$ cat config.mk
export PLATFORM = sky130hd
export DESIGN_NAME = code_to_onehot_driver
export DESIGN_NICKNAME = d
export VERILOG_FILES = /design/src/rtl/code_to_onehot_driver.sv
export SDC_FILE = /design/constraint.sdc
export NUM_CORES = 1
export LEC_CHECK = 0
export CORE_ASPECT_RATIO = 0.7
export CORE_UTILIZATION = 47
export CTS_CLUSTER_DIAMETER = 50
export DETAILED_ROUTE_END_ITERATION = 6
export MAX_ROUTING_LAYER = met4
export PLACE_DENSITY = 0.73
export SYNTH_ARGS = -nofsm -noshare
export SYNTH_HDL_FRONTEND = slang
export SYNTH_SLANG_ARGS = --single-unit
$ cat constraint.sdc
create_clock -name clk -period 2.1 [get_ports clk]
set_input_delay 0.21 -clock clk [delete_from_list [all_inputs] [get_ports clk]]
set_output_delay 0.21 -clock clk [all_outputs]
set_load 0.02 [all_outputs]
$ cat src/rtl/code_to_onehot_driver.sv
// Replays buffered 2-bit encoder codes as timed one-hot drives on a 4-line bus.
// A small FIFO takes entries over a valid/ready handshake; an FSM pops them and holds each drive.
//
// state   | meaning
// --------+-----------------------------------------------------------
// S_IDLE  | nothing in flight; loads the next entry as soon as one is buffered
// S_DRIVE | pattern on w, hold counter running down to zero
// S_GAP   | w cleared between slots, gap counter running down to zero
module code_to_onehot_driver #(
  parameter int DEPTH = 4,
  parameter int HOLD  = 2,
  parameter int GAP   = 1
) (
  input  logic                     clk,
  input  logic                     rst_n,
  input  logic                     clr,
  input  logic                     in_valid,
  input  logic [1:0]               in_code,
  input  logic                     in_active,
  output logic                     in_ready,
  output logic [3:0]               w,
  output logic                     w_valid,
  output logic                     busy,
  output logic [$clog2(DEPTH):0]   level
);

  localparam int AW = $clog2(DEPTH);
  localparam int LW = AW + 1;
  localparam int HW = (HOLD > 1) ? $clog2(HOLD) : 1;
  localparam int GW = (GAP > 1) ? $clog2(GAP) : 1;

  typedef enum logic [1:0] {
    S_IDLE  = 2'd0,
    S_DRIVE = 2'd1,
    S_GAP   = 2'd2
  } state_t;

  logic [2:0]    r_mem [DEPTH];
  logic [AW-1:0] r_wr_ptr;
  logic [AW-1:0] r_rd_ptr;
  logic [LW-1:0] r_level;
  state_t        r_state;
  logic [3:0]    r_w;
  logic          r_wv;
  logic [HW-1:0] r_hold;
  logic [GW-1:0] r_gap;

  state_t        w_state_nxt;
  logic [3:0]    w_w_nxt;
  logic          w_wv_nxt;
  logic [HW-1:0] w_hold_nxt;
  logic [GW-1:0] w_gap_nxt;
  logic          w_push;
  logic          w_pop;
  logic          w_slot_free;
  logic          w_nonempty;
  logic [2:0]    w_entry;
  logic [3:0]    w_decoded;

  // Ready comes from the registered level only, so a pop never frees a slot in the same cycle.
  assign in_ready   = (r_level != LW'(DEPTH));
  assign w_nonempty = (r_level != '0);
  assign w_push     = in_valid && in_ready && !clr;
  assign w_entry    = r_mem[r_rd_ptr];
  assign w_decoded  = w_entry[2] ? (4'b0001 << w_entry[1:0]) : 4'b0000;

  assign w       = r_w;
  assign w_valid = r_wv;
  assign level   = r_level;
  assign busy    = w_nonempty || (r_state != S_IDLE);

  always_ff @(posedge clk) begin
    if (w_push) begin
      r_mem[r_wr_ptr] <= {in_active, in_code};
    end
  end

  always_comb begin
    w_state_nxt = r_state;
    w_w_nxt     = r_w;
    w_wv_nxt    = r_wv;
    w_hold_nxt  = r_hold;
    w_gap_nxt   = r_gap;
    w_pop       = 1'b0;
    w_slot_free = 1'b0;

    case (r_state)
      S_IDLE: begin
        w_slot_free = 1'b1;
      end
      S_DRIVE: begin
        if (r_hold != '0) begin
          w_hold_nxt = r_hold - HW'(1);
        end else if (GAP > 0) begin
          w_w_nxt     = 4'b0000;
          w_wv_nxt    = 1'b0;
          w_gap_nxt   = GW'(GAP - 1);
          w_state_nxt = S_GAP;
        end else begin
          w_slot_free = 1'b1;
        end
      end
      S_GAP: begin
        if (r_gap != '0) begin
          w_gap_nxt = r_gap - GW'(1);
        end else begin
          w_slot_free = 1'b1;
        end
      end
      default: begin
        w_slot_free = 1'b1;
      end
    endcase

    // A finished slot behaves exactly like IDLE in the same cycle, giving back-to-back loads.
    if (w_slot_free) begin
      if (w_nonempty) begin
        w_pop       = 1'b1;
        w_w_nxt     = w_decoded;
        w_wv_nxt    = 1'b1;
        w_hold_nxt  = HW'(HOLD - 1);
        w_state_nxt = S_DRIVE;
      end else begin
        w_w_nxt     = 4'b0000;
        w_wv_nxt    = 1'b0;
        w_state_nxt = S_IDLE;
      end
    end
  end

  always_ff @(posedge clk or negedge rst_n) begin
    if (!rst_n) begin
      r_wr_ptr <= '0;
      r_rd_ptr <= '0;
      r_level  <= '0;
      r_state  <= S_IDLE;
      r_w      <= 4'b0000;
      r_wv     <= 1'b0;
      r_hold   <= '0;
      r_gap    <= '0;
    end else if (clr) begin
      r_wr_ptr <= '0;
      r_rd_ptr <= '0;
      r_level  <= '0;
      r_state  <= S_IDLE;
      r_w      <= 4'b0000;
      r_wv     <= 1'b0;
      r_hold   <= '0;
      r_gap    <= '0;
    end else begin
      r_state <= w_state_nxt;
      r_w     <= w_w_nxt;
      r_wv    <= w_wv_nxt;
      r_hold  <= w_hold_nxt;
      r_gap   <= w_gap_nxt;
      if (w_push) begin
        r_wr_ptr <= r_wr_ptr + AW'(1);
      end
      if (w_pop) begin
        r_rd_ptr <= r_rd_ptr + AW'(1);
      end
      if (w_push && !w_pop) begin
        r_level <= r_level + LW'(1);
      end else if (w_pop && !w_push) begin
        r_level <= r_level - LW'(1);
      end
    end
  end

endmodule

==> metrics <==
initial antenna violation count=0; endpoints failing hold=0; First DRT Iteration DRCs=9; Worst Path Class, Setup=flip-flop to flip-flop; clk slew on worst S/H paths=90 ps; Max clock buf depth=2; Reg power frac=39.1%; CP Launch Type=flip-flop; Clock Skew=around 2.3 ps; Cells after Synth=94; DRC Markers=0; fin cells=150; layout cells sized above 1=roughly a quarter; Critical Path Max Stage Delay=440 ps; Pins Over Slew Limit=0; largest net degree at the start of global routing=15; fmax=496 MHz; peak supply drop=a little under 0.0006 V; core area=2480 um^2; Final Instance Area=between 1500 and 2000 um^2; Tightest Hold Check Type=primary input to asynchronous set/reset pin; WL/cell=13.5 um; Seq/Total Area, Yosys=about 58%; worst path cell trace=nor3b_4 -> inv_2 -> nand2_4 -> nor3_1 -> fa_2 -> a2111o_1 -> a21boi_2 -> nor3b_2; Final period util=96.0%; CP required=~2300 ps; Crit path depth=8; placed cells=around 150; IO Port Bufs=16; Starting Density=around 50%; vias in the first global route=approximately 740; root buffer cell=clkbuf_8; number of CTS-inserted buffers=3; Routed WL=2030 um; worst endpoint data arrival time=roughly 2200 ps; post-place setup slack=45.3 ps; Die ar.=2830 um^2; Top delay family on crit path=compound AO/OA/AOI/OAI gates; Rel. slew slack=56.6%; combinational share of power=43.4%; Sink Count=26; r2r setup slk=around 83 ps; Final #Nets=roughly 130; ys async rst share=between 50% and 60%; standard-cell rows=15; number of flops mapped to enable cells by yosys=12; final hold slack=~340 ps; latest clock arrival within the worst-skew pair=270 ps; sw frac=34.0%; Ports=17; Pint=~1.2 mW; Die X=about 63 um; Area growth syn-to-layout=24.4%; Worst R2R End=level[2]$_DFFE_PN0P_; first-pass GRT wire length=between 3000 and 4000 um; First-pass DRT Iterations=4; Tightest Pin Transition=around 650 ps; detailed-route via count=slightly below 800; crit path buf inv count=1; Post-DRT Antenna Nets=0; NetSw=0.619 mW; vias per cell=between 5 and 6; Critical Path Sink Type=flip-flop; most used flip-flop cell after synthesis=dfrtp_1; r2r startpoint=level[1]$_DFFE_PN0P_; placer congestion estimate=roughly 0.74; CP max FO=4; status=finished clean; Worst Setup EP=level[2]$_DFFE_PN0P_; Leak=~0.6 nW; Syn Nets=approximately 110; Clock power frac=between 10% and 20%; overall routing resource usage=~17%; Syn Std Cell Area=about 1200 um^2; worst reg2reg path depth=8; YS warnings=0; max cap viols=0; placed cell areas=approximately 1500 um^2; Post-DP HPWL=between 1500 and 2000 um; H-tree depth=1; Cell variety after synth=37; TritonCTS clock tree=done; ant diodes=0; final setup fails=0; fin worst setup slack=about 83 ps; Final Critical Period=approximately 2000 ps; Fillers=around 200; post-synthesis register bit count=26; Critical Path Source=level[1]$_DFFE_PN0P_; Slowest cell on crit path=dfrtp_2; grt ovf=0; Chip Height=~45 um; syn avg cell area=roughly 13 um^2; Pwr Density=~1200 nW/um^2; Final Util=61.7%
==> layout by cell type, fill, tap and decap left out, drive strengths merged, types with 3 or more instances in the layout <==
cell type      instances
mux4                   3
nor2                   9
inv                    6
nor3b                  3
and2                   5
ha                     4
clkbuf                 5
buf                    6
clkdlybuf4s50         15
nand2                  6
edfxtp                12
dfrtp                 14
==> power by group through the flow <==
stage          clock network [mW]  registers, mW  logic, mW
3_3_place_gp                    0          0.720      0.757
5_1_grt                     0.341          0.729      0.861
4_1_cts                     0.326          0.713      0.775
6_report                    0.319          0.711      0.790
2_1_floorplan                   0          0.744      0.517
3_5_place_dp                    0          0.723      0.772
==> final cells by class <==
cell class | count | area (um^2) | area share, %
clock buffers | 4 | 55.1 | 3.60
inverters | 6 | 22.5 | 1.47
multi-input cells | 58 | 494 | 32.3
flip-flops and latches | 26 | 714 | 46.7
repair buffers | 22 | 200 | 13.1
well taps | 34 | 42.5 | 2.78
==> cells in the mapped netlist, types with 2 or more instances <==
cell type	count	area share, %
nand3_1	2	0.81
edfxtp_1	12	29
mux2_1	2	1.8
ha_1	4	4.1
nand2b_1	2	1.0
nor3b_1	2	1.2
clkbuf_1	2	0.61
nor3_1	2	0.81
mux4_2	3	5.5
dfrtp_1	14	29
nand2_1	5	1.5
xnor2_1	2	1.4
inv_1	6	1.8
o21ai_0	2	0.81
nor2_1	9	2.7
and2_1	4	2.0
==> worst min path at each step <==
stage	slack [ps]	end	cells after the start	start
2_1_floorplan	-90	level[0]$_DFFE_PN0P_	0	rst_n
3_3_place_gp	440	r_state[1]$_DFFE_PN0P_	1	r_hold$_DFF_PN0_
3_5_place_dp	440	r_state[1]$_DFFE_PN0P_	1	r_hold$_DFF_PN0_
4_1_cts	360	w[0]$_DFFE_PN0P_	1	rst_n
5_1_grt	390	w[0]$_DFFE_PN0P_	1	rst_n
6_report	340	w[2]$_DFFE_PN0P_	1	rst_n
==> flip-flops by register name (all words and copies together) (netlist names) <==
signal    cells
level         3
r_hold        1
w_valid       1
r_state       1
r_mem        12
r_wr_ptr      2
w             4
r_rd_ptr      2
==> layer usage <==
metal	track usage (%)	vias to the layer above	part of all wire (%)	routed length, um
met5	-	-	0	0
met4	6.98	0	1.5	31
met3	3.79	4	3.3	66
met2	27.3	20	48	968
met1	21.8	382	47	959
li1	-	372	-	-
==> per-stage QoR <==
stage / total power, mW / setup TNS, ps
floorplan: 1.26 / 0
global placement: 1.48 / 0
detailed placement: 1.49 / 0
CTS: 1.81 / 0
global route: 1.93 / -14.8
finish: 1.82 / 0
==> cells by family (layout without fill, tap and decap cells) <==
logic type / count (synthesis) / count (layout) / share of synthesized area (%)
mux: 5 / 5 / 7.33
simple gates: 34 / 34 / 15.8
flops: 26 / 26 / 57.8
fa+ha+maj: 5 / 5 / 5.70
buf+inv: 10 / 32 / 3.77
xor+xnor: 4 / 4 / 3.46
compound gates: 10 / 10 / 6.11
==> timing repair <==
item | 4_1_cts | 5_1_grt
pin swaps | 0 | 2
hold buffers | 0 | 0
setup buffers | 0 | 1
setup endpoints to repair | 1 | 2
gates resized for setup | 2 | 4
(Power assumes the default switching activity.)
